`src/rtl/testdrive_axi4_lite_reg_bank_pkg.sv`:
```
// Shared constants for the testdrive AXI4-Lite register bank.
// Contents:
//   - AXI response codes (OKAY, SLVERR).
//   - Write and read FSM state encodings.
package testdrive_axi4_lite_reg_bank_pkg;

  localparam logic [1:0] RESP_OKAY   = 2'b00;
  localparam logic [1:0] RESP_SLVERR = 2'b10;

  typedef logic [1:0] w_state_t;
  localparam w_state_t W_IDLE      = 2'd0;
  localparam w_state_t W_HAVE_ADDR = 2'd1;
  localparam w_state_t W_HAVE_DATA = 2'd2;
  localparam w_state_t W_RESP      = 2'd3;

  typedef logic [0:0] r_state_t;
  localparam r_state_t R_IDLE = 1'b0;
  localparam r_state_t R_DATA = 1'b1;

endpackage

```
`src/rtl/testdrive_axi4_lite_reg_bank.sv`:
```
// AXI4-Lite slave register bank: C_REG_COUNT x 32-bit registers with
// byte-strobe writes, flat REG_OUT bus and a one-cycle REG_WE pulse per write.
// Ports:
//   CLK, RST (async, active-high)
//   AW/W/B channels: write address, data+strobes, response
//   AR/R channels  : read address, data+response
//   REG_OUT        : register i at [32i+31:32i]
//   REG_WE         : bit i pulses in the cycle after register i is written
// Config macro: TESTDRIVE_AXIL_REG_BANK_SLVERR_EN makes out-of-range accesses
// answer SLVERR instead of OKAY.
module testdrive_axi4_lite_reg_bank
  import testdrive_axi4_lite_reg_bank_pkg::*;
#(
  parameter int unsigned C_ADDR_BITS = 10,
  parameter int unsigned C_REG_COUNT = 16
) (
  input  logic                       CLK,
  input  logic                       RST,
  input  logic [C_ADDR_BITS-1:0]     AWADDR,
  input  logic                       AWVALID,
  output logic                       AWREADY,
  input  logic [31:0]                WDATA,
  input  logic [3:0]                 WSTRB,
  input  logic                       WVALID,
  output logic                       WREADY,
  output logic [1:0]                 BRESP,
  output logic                       BVALID,
  input  logic                       BREADY,
  input  logic [C_ADDR_BITS-1:0]     ARADDR,
  input  logic                       ARVALID,
  output logic                       ARREADY,
  output logic [31:0]                RDATA,
  output logic [1:0]                 RRESP,
  output logic                       RVALID,
  input  logic                       RREADY,
  output logic [32*C_REG_COUNT-1:0]  REG_OUT,
  output logic [C_REG_COUNT-1:0]     REG_WE
);

  localparam int unsigned IDX_W = C_ADDR_BITS - 2;

`ifdef TESTDRIVE_AXIL_REG_BANK_SLVERR_EN
  localparam logic [1:0] OOR_RESP = RESP_SLVERR;
`else
  localparam logic [1:0] OOR_RESP = RESP_OKAY;
`endif

  // ---------------- write path ----------------
  w_state_t          w_state, w_state_nxt;
  logic              awready_nxt, wready_nxt, bvalid_nxt;
  logic [1:0]        bresp_nxt;
  logic              aw_hs, w_hs, commit_c;
  logic [IDX_W-1:0]  aw_idx_q, w_idx_c;
  logic [31:0]       wdata_q, wdata_c;
  logic [3:0]        wstrb_q, wstrb_c;
  logic              w_in_range_c;
  logic [32*C_REG_COUNT-1:0] reg_q;

  assign aw_hs = AWVALID & AWREADY;
  assign w_hs  = WVALID & WREADY;

  // Commit uses the live channel value when its handshake lands this cycle.
  assign w_idx_c      = aw_hs ? AWADDR[C_ADDR_BITS-1:2] : aw_idx_q;
  assign wdata_c      = w_hs ? WDATA : wdata_q;
  assign wstrb_c      = w_hs ? WSTRB : wstrb_q;
  assign w_in_range_c = (32'(w_idx_c) < C_REG_COUNT);

  // Write FSM next-state and registered-output values.
  always_comb begin
    w_state_nxt = w_state;
    awready_nxt = 1'b0;
    wready_nxt  = 1'b0;
    bvalid_nxt  = 1'b0;
    bresp_nxt   = BRESP;
    commit_c    = 1'b0;
    case (w_state)
      W_IDLE: begin
        if (aw_hs && w_hs) begin
          commit_c    = 1'b1;
          w_state_nxt = W_RESP;
        end else if (aw_hs) begin
          w_state_nxt = W_HAVE_ADDR;
        end else if (w_hs) begin
          w_state_nxt = W_HAVE_DATA;
        end
      end
      W_HAVE_ADDR: if (w_hs) begin
        commit_c    = 1'b1;
        w_state_nxt = W_RESP;
      end
      W_HAVE_DATA: if (aw_hs) begin
        commit_c    = 1'b1;
        w_state_nxt = W_RESP;
      end
      W_RESP: if (BREADY && BVALID) w_state_nxt = W_IDLE;
      default: w_state_nxt = W_IDLE;
    endcase
    if (commit_c) bresp_nxt = w_in_range_c ? RESP_OKAY : OOR_RESP;
    case (w_state_nxt)
      W_IDLE:      begin awready_nxt = 1'b1; wready_nxt = 1'b1; end
      W_HAVE_ADDR: wready_nxt  = 1'b1;
      W_HAVE_DATA: awready_nxt = 1'b1;
      W_RESP:      bvalid_nxt  = 1'b1;
      default:     ;
    endcase
  end

  // Write FSM state and handshake outputs.
  always_ff @(posedge CLK or posedge RST) begin
    if (RST) begin
      w_state <= W_IDLE;
      AWREADY <= 1'b0;
      WREADY  <= 1'b0;
      BVALID  <= 1'b0;
      BRESP   <= RESP_OKAY;
    end else begin
      w_state <= w_state_nxt;
      AWREADY <= awready_nxt;
      WREADY  <= wready_nxt;
      BVALID  <= bvalid_nxt;
      BRESP   <= bresp_nxt;
    end
  end

  // Hold whichever half of the write arrived first.
  always_ff @(posedge CLK or posedge RST) begin
    if (RST) begin
      aw_idx_q <= '0;
      wdata_q  <= '0;
      wstrb_q  <= '0;
    end else begin
      if (aw_hs) aw_idx_q <= AWADDR[C_ADDR_BITS-1:2];
      if (w_hs) begin
        wdata_q <= WDATA;
        wstrb_q <= WSTRB;
      end
    end
  end

  // Register array with byte strobes; REG_WE pulses even for WSTRB=0.
  always_ff @(posedge CLK or posedge RST) begin
    if (RST) begin
      reg_q  <= '0;
      REG_WE <= '0;
    end else begin
      REG_WE <= '0;
      for (int i = 0; i < int'(C_REG_COUNT); i++) begin
        if (commit_c && w_in_range_c && (w_idx_c == IDX_W'(i))) begin
          REG_WE[i] <= 1'b1;
          for (int b = 0; b < 4; b++) begin
            if (wstrb_c[b]) reg_q[32*i+8*b +: 8] <= wdata_c[8*b +: 8];
          end
        end
      end
    end
  end

  assign REG_OUT = reg_q;

  // ---------------- read path ----------------
  r_state_t          r_state, r_state_nxt;
  logic              arready_nxt, rvalid_nxt;
  logic [31:0]       rdata_nxt, rd_word_c;
  logic [1:0]        rresp_nxt;
  logic              ar_hs, r_in_range_c;
  logic [IDX_W-1:0]  r_idx_c;

  assign ar_hs        = ARVALID & ARREADY;
  assign r_idx_c      = ARADDR[C_ADDR_BITS-1:2];
  assign r_in_range_c = (32'(r_idx_c) < C_REG_COUNT);

  // Read mux over pre-write register state; out-of-range yields zero.
  always_comb begin
    rd_word_c = '0;
    for (int i = 0; i < int'(C_REG_COUNT); i++) begin
      if (r_idx_c == IDX_W'(i)) rd_word_c = reg_q[32*i +: 32];
    end
  end

  // Read FSM next-state and registered-output values.
  always_comb begin
    r_state_nxt = r_state;
    arready_nxt = 1'b0;
    rvalid_nxt  = 1'b0;
    rdata_nxt   = RDATA;
    rresp_nxt   = RRESP;
    case (r_state)
      R_IDLE: if (ar_hs) begin
        r_state_nxt = R_DATA;
        rdata_nxt   = rd_word_c;
        rresp_nxt   = r_in_range_c ? RESP_OKAY : OOR_RESP;
      end
      R_DATA: if (RREADY && RVALID) r_state_nxt = R_IDLE;
      default: r_state_nxt = R_IDLE;
    endcase
    arready_nxt = (r_state_nxt == R_IDLE);
    rvalid_nxt  = (r_state_nxt == R_DATA);
  end

  // Read FSM state and outputs.
  always_ff @(posedge CLK or posedge RST) begin
    if (RST) begin
      r_state <= R_IDLE;
      ARREADY <= 1'b0;
      RVALID  <= 1'b0;
      RDATA   <= '0;
      RRESP   <= RESP_OKAY;
    end else begin
      r_state <= r_state_nxt;
      ARREADY <= arready_nxt;
      RVALID  <= rvalid_nxt;
      RDATA   <= rdata_nxt;
      RRESP   <= rresp_nxt;
    end
  end

  // Byte-offset address bits carry no meaning for word registers.
  logic unused_addr_lsbs;
  assign unused_addr_lsbs = ^{AWADDR[1:0], ARADDR[1:0]};

endmodule

```
`config.mk`:
```
export PLATFORM = sky130hd
export DESIGN_NAME = testdrive_axi4_lite_reg_bank
export DESIGN_NICKNAME = d
export VERILOG_FILES = /design/src/rtl/testdrive_axi4_lite_reg_bank_pkg.sv /design/src/rtl/testdrive_axi4_lite_reg_bank.sv
export SDC_FILE = /design/constraint.sdc
export NUM_CORES = 1
export LEC_CHECK = 0
export BUFFER_PORTS_ARGS = -buffer_cell sky130_fd_sc_hd__buf_4
export CORE_UTILIZATION = 25
export DETAILED_ROUTE_END_ITERATION = 8
export PLACE_DENSITY = 0.52
export SLEW_MARGIN = 20
export SYNTH_ARGS = -nofsm -noshare
export SYNTH_HDL_FRONTEND = slang
export SYNTH_SLANG_ARGS = --single-unit
```
`constraint.sdc`:
```
create_clock -name CLK -period 31.7 [get_ports CLK]
set_input_delay 9.51 -clock CLK [delete_from_list [all_inputs] [get_ports CLK]]
set_output_delay 9.51 -clock CLK [all_outputs]
set_load 0.03 [all_outputs]
```
==> results of run 1 <==
[cell usage after synthesis (all sizes together) (10+ instances only)]
library cell    n
a211oi         10
a21oi         232
a221oi         13
a22oi          32
a31oi          12
and3           20
buf           123
clkbuf         96
dfrtp         611
inv            48
mux2           30
mux2i         102
mux4           29
nand2         512
nand3          15
nor2          226
nor3           14
o211ai         12
o21ai         476
o221ai         19
o22ai          35
o2bb2ai        11
[worst max-delay path by stage]
| stage | start | end |
|---|---|---|
| 2_1_floorplan | RST | ARREADY |
| 3_3_place_gp | RST | REG_OUT[123] |
| 3_5_place_dp | RST | REG_OUT[123] |
| 4_1_cts | RST | REG_OUT[123] |
| 5_1_grt | RST | REG_OUT[123] |
| 6_report | RST | REG_OUT[58] |
[power groups by stage]
stage	combinational (mW)	sequential, mW	clock [mW]
5_1_grt	1.39	1.19	0.953
6_report	1.31	1.16	0.908
3_5_place_dp	1.32	1.17	0
2_1_floorplan	0.404	1.44	0
3_3_place_gp	1.31	1.17	0
4_1_cts	1.32	1.16	0.923
[cells by family after synthesis]
logic type	count (synthesis)	synth area share [%]
simple gates	836	13.3
flops	611	55.2
other cells	1	0.0135
buf+inv	268	5.22
compound gates	916	19.1
mux	161	7.27
[state kept, by name, summed over array words and instances (netlist names), 2 cells and up]
register	count
aw_idx_q	8
wstrb_q	4
REG_OUT	512
REG_WE	16
wdata_q	32
w_state	2
RDATA	32
[metrics by stage]
stage | total power [mW] | util, % | cell area, um^2 | setup slack [ns] | instances
final | 3.38 | 33.2 | 36300 | 18.62 | 4890
after global routing | 3.53 | 33.2 | 36300 | 17.92 | 4888
after CTS | 3.41 | 33.2 | 36300 | 18.41 | 4887
after detailed placement | 2.49 | 30.9 | 33700 | 17.71 | 4757
after global placement | 2.47 | 30.9 | 33700 | 17.74 | 4757
after floorplan | 1.84 | - | 27700 | 5.08 | 2796
[final cells by class]
type                       count  area, um^2  area share (%)
clock buffer                 104        2200            6.06
antenna                        2        5.00          0.0138
clock inverter                26         355           0.978
timing repair buffer         705        5340            14.7
multi-input combinational   1917       11100            30.5
tap                         1476        1850            5.08
inverter                      49         191           0.527
sequential                   611       15300            42.1
[worst max-delay path, delay by kind of cell]
| kind | cells | cell delay (ns) |
|---|---|---|
| buf+inv | 6 | 3.89 |
[layer usage]
layer	GRT usage (%)	wire length [um]
met1	32.8	60200
met2	40.3	66800
met3	5.74	10900
met4	9.07	5170
met5	0	23
==> impl_metrics.csv, run 1 <==
group,metric,value,unit
timing,min_period,13.08,ns
routing,wirelength,143000,um
worst_setup_path,crit_chain,"buf_4, inv_8, buf_4, buf_4, buf_4, buf_4",
die,core_area,109000,um^2
clock_network,post_cts_resized,0,
worst_setup_path,worst-setup-path-type,"in2async",
cells_and_area,drive_gt1_share,28.6,%
timing,setup_tns,0,ns
timing,drv_slew,0,
clock_network,cts_tree,"done",
placement,place.gp.congestion,0.839,
worst_setup_path,critPathLaunchType,"input pin",
power,clockPowerShare,26.8,%
worst_setup_path,r2r_end,"REG_OUT[242]",
power,cellInternalPower,1.93,mW
synth,synth_edf_count,0,
timing,setup_violations,0,
synth,synth_area_leaders,"dfrtp_1, nand2_1, o21ai_0",
clock_network,clk_pin_slew_worst_paths,0.06,ns
routing,dr.first_iter.drc_count,2148,
die,initial_core_util,25.3,%
synth,yosys_warnings,0,
timing,worst_clock_skew,0.0247,ns
power,switchingPower,1.45,mW
synth,synthArstFlopShare,100,%
timing,slew_headroom,20.4,%
clock_network,cts-buffers-inserted,75,
global_route,grt_pass1_vias,23900,
clock_network,cts.sinks,611,
worst_setup_path,reg2reg_slack,27.80,ns
power,power_density,93.1,nW/um^2
die,die_area,112000,um^2
synth,ys_ff_latch,611,
worst_setup_path,cp.arrival,13.68,ns
die,io-pin-count,632,
clock_network,post-cts-setup-buffers,0,
die,die_w,335,um
power,sw_frac_of_total,42.9,%
synth,synth_cells,2793,
worst_setup_path,end_kind,"asynchronous set/reset pin",
routing,vias_per_cell,5.03,
hold_path,hold_start,"RDATA[21]",
run,max-cap-violations,0,
worst_setup_path,r2r_start,"AWREADY",
worst_setup_path,r2r_cells,6,
power,leakage,17.4,nW
global_route,grt_first_pass_wirelength,198000,um
routing,wl_per_cell,29.2,um
cells_and_area,final_common_cell,"buf_4",
die,rows,121,
cells_and_area,syn2layout_area_growth,31.1,%
timing,holdWs,0.500,ns
power,ir_drop,0.0434,mV
worst_setup_path,cp_common_cell,"buf_4",
placement,post-dp-hpwl,103000,um
cells_and_area,num-nets-final,3422,
timing,rsz0062_at_grt,"no",
synth,syn_avg_cell_area,9.92,um^2
global_route,grt_max_degree,160,
clock_network,clockBufferDepth,3,
timing,final.period_utilization,41.3,%
synth,synth_top_area_share,55.2,%
clock_network,h-tree-depth,3,
power,pwr-share-comb,38.8,%
clock_network,worstSkewPairLatency,0.65,ns
routing,drc,0,
clock_network,cts_hold_buffers,0,
hold_path,hold_end,"RDATA[21]",
global_route,antenna_found_initial,8,
worst_setup_path,worst_ep_required_time,32.30,ns
routing,drtAntennaViolNets,0,
timing,hold_viol,0,
routing,route.vias.total,24600,
cells_and_area,final_cell_mix,"buf_4, dfrtp_1, nand2_1, o21ai_0, a21oi_1",
synth,synth_cell_type_count,70,
run_status,status,"finished clean",
die,chipHeight,335,um
global_route,grt_use_total,25.1,%
global_route,globalRoute.totalOverflow,0,
synth,ys_seq_area_share,55.2,%
timing,worstMarginPinSlew,1.19,ns
clock_network,root_buffer,"clkbuf_16",
worst_setup_path,cpPeakStageDelay,0.87,ns
synth,synth_top_cell_by_area,"dfrtp_1",
worst_setup_path,crit_slowest_cell,"buf_4",
synth,synthFlopType,"dfrtp_1",
routing,dr.pass1.iters,5,
power,seq_power_share,34.3,%
hold_path,hold_class,"reg2reg",
timing,clock.fmax,0.0765,GHz
placement,port_buffers,623,
hold_path,holdPathStages,2,
worst_setup_path,critPathMaxFanout,115,
synth,syn-cell-area,27700,um^2
cells_and_area,nFillCells,11400,
(Power assumes the default switching activity.)
==> run 2: changes to the inputs <==
Settings changed: ABC_AREA set to 1, PLACE_DENSITY 0.52 to 0.54.
Clock period 31.7 ns to 10.74 ns, I/O delays scaled along.
==> run 2 against run 1 <==
Area after synthesis decreased by 4.8%. Sequential share of layout area increased by 1.9 points. Register-to-register slack got worse by 21 ns. Utilization increased by 0.19 points. Combinational power about the same. Largest cell class unchanged. Highest routed layer unchanged.
==> impl_metrics.csv, run 2 <==
group,metric,value,unit
timing,hold_viol,0,
global_route,groute.layer.met2.usage,37.8,%
timing,final.period_utilization,63.9,%
global_route,grt_use_total,22.3,%
placement,post-dp-hpwl,90800,um
die,die_area,107000,um^2
clock_network,post_cts_resized,0,
worst_setup_path,r2r_end,"REG_OUT[144]",
worst_setup_path,cp.arrival,7.40,ns
clock_network,worstSkewPairLatency,0.66,ns
routing,drc,0,
hold_path,hold_start,"RDATA[15]",
worst_setup_path,r2r_cells,6,
die,initial_core_util,25.3,%
timing,clock.fmax,0.146,GHz
clock_network,cts.sinks,611,
routing,route.vias.total,24000,
timing,worst_clock_skew,0.0227,ns
worst_setup_path,critPathMaxFanout,42,
cells_and_area,final_common_cell,"nand2_1",
cells_and_area,largest_register_ffs,512,
worst_setup_path,end_kind,"flip-flop",
timing,setup_violations,0,
placement,place.gp.congestion,0.840,
synth,synthFlopType,"dfrtp_1",
timing,worstMarginPinSlew,1.22,ns
placement,placed_area,32300,um^2
cells_and_area,design_area,34800,um^2
clock_network,cts_hold_buffers,0,
synth,synth_top_cell_by_area,"dfrtp_1",
die,io-pin-count,632,
die,die_w,327,um
worst_setup_path,reg2reg_slack,6.81,ns
synth,synth_edf_count,0,
synth,synth_top_area_share,58.0,%
worst_setup_path,critPathLaunchType,"input pin",
routing,drtAntennaViolNets,0,
worst_setup_path,r2r_start,"AWREADY",
clock_network,clockBufferDepth,3,
synth,synth_area_leaders,"dfrtp_1, nand2_1, o21ai_0",
timing,drv_slew,0,
clock_network,post-cts-setup-buffers,0,
clock_network,root_buffer,"clkbuf_16",
cells_and_area,drive_gt1_share,22.2,%
placement,port_buffers,623,
power,leakage,16.8,nW
clock_network,h-tree-depth,3,
synth,ys_ff_latch,611,
synth,synthArstFlopShare,100,%
die,chipHeight,327,um
routing,vias_per_cell,4.68,
clock_network,cts-buffers-inserted,76,
cells_and_area,num-nets-final,3761,
synth,syn_avg_cell_area,8.37,um^2
routing,wirelength,122000,um
worst_setup_path,worst-setup-path-type,"in2reg",
global_route,use_met1,27.7,%
synth,synth_common_cells,"nand2_1, dfrtp_1, o21ai_0, nor2_1, inv_1",
routing,wl_per_cell,23.7,um
worst_setup_path,worst_ep_required_time,11.28,ns
hold_path,hold_class,"reg2reg",
synth,synth_cell_type_count,32,
timing,holdWs,0.476,ns
run,max-cap-violations,0,
power,power_density,183,nW/um^2
die,core_area,104000,um^2
global_route,antenna_found_initial,6,
global_route,busiest_layer,"met2",
synth,ys_seq_area_share,58.0,%
global_route,grt_pass1_vias,22700,
global_route,use_met3,6.23,%
timing,slew_headroom,18.0,%
global_route,grt_first_pass_wirelength,172000,um
synth,yosys.cell_count.top_type,"nand2_1",
power,total_power,6.36,mW
worst_setup_path,critPathLaunch,"ARADDR[9]",
timing,rsz0062_at_grt,"no",
run_status,status,"finished clean",
synth,yosys_warnings,0,
cells_and_area,final_cell_mix,"nand2_1, buf_4, dfrtp_1, o21ai_0, nor2_1",
clock_network,clk_pin_slew_worst_paths,0.06,ns
power,ir_drop,0.198,mV
cells_and_area,syn2layout_area_growth,31.9,%
synth,syn-cell-area,26400,um^2
global_route,grt_max_degree,162,
global_route,globalRoute.totalOverflow,0,
timing,min_period,6.86,ns
routing,dr.first_iter.drc_count,1944,
routing,dr.pass1.iters,5,
synth,synth_cells,3150,
die,rows,118,
worst_setup_path,critical_path.endpoint,"RDATA[27]",
clock_network,cts_tree,"done",
run 2: changes by cell type after synthesis, moves of 32 or more:
cell and delta:
a22oi_1 -32, o22ai_1 -35, nand2_1 +514, nand4_1 +76, o21ai_0 +248, nand3_1 +144
inv_1 +144, o21ai_1 -199, buf_2 -37, clkbuf_1 +66, mux2i_1 -98, a21oi_1 -162
run 2: area by class of cell:
| class | instances | area, um^2 |
|---|---|---|
| Inverter | 197 | 746 |
| Timing Repair Buffer | 666 | 5040 |
| Antenna cell | 3 | 7.51 |
| Fill cell | 11000 | 69300 |
| Tap cell | 1380 | 1730 |
| Clock inverter | 27 | 240 |
| Sequential cell | 611 | 15300 |
| Clock buffer | 106 | 2170 |
| Multi-Input combinational cell | 2146 | 9570 |
run 2: cells by family (layout without fill, tap and decap cells):
logic type / Yosys count / count (layout) / share of synthesized area (%)
AND/OR/NAND/NOR: 1552 / 1552 / 24.6
buffers and inverters: 396 / 996 / 6.04
AO/OA/AOI/OAI: 586 / 586 / 11.2
multiplexers: 4 / 4 / 0.152
other: 1 / 7 / 0.0142
flip-flops: 611 / 611 / 58.0
run 2: worst min path at each step:
stage	endpoint	slack, ns	depth (start not counted)
2_1_floorplan	aw_idx_q[7]	0.47	2
3_3_place_gp	RDATA[17]	0.47	2
3_5_place_dp	RDATA[15]	0.47	2
4_1_cts	RDATA[15]	0.48	2
5_1_grt	RDATA[20]	0.50	2
6_report	RDATA[15]	0.48	2
run 2: metrics by stage:
stage / setup WS [ns] / TNS [ns] / cells / util [%]
final: 3.88 / 0 / 5136 / 33.4
after global placement: 3.64 / 0 / 4999 / 31.1
after global routing: 3.55 / 0 / 5133 / 33.4
after CTS: 4.31 / 0 / 5132 / 33.4
after detailed placement: 3.60 / 0 / 4999 / 31.1
after floorplan: -0.819 / -500.46 / 3153 / -
run 2: layer usage:
metal	part of all wire [%]	vias up
li1	-	11300
met1	41	11700
met2	49	862
met3	7.8	139
met4	2.4	6
met5	0.028	-
run 2: power breakdown:
part | internal [mW] | total [mW] | switching [mW]
clock network | 1.46 | 2.54 | 1.08
logic | 0.243 | 1.30 | 1.06
registers | 2.45 | 2.52 | 0.0742
total | 4.15 | 6.36 | 2.21
run 2: critical path, stage by stage:
cell	delay [ns]
buf_4	0.10
nor2_1	0.09
nand2_1	0.30
inv_2	0.83
nand3_1	0.50
nor2_2	0.18
buf_4	0.46
clkinv_1	0.93
o21ai_0	0.49
inv_1	0.07
nand2_1	0.07
nand2_1	0.06
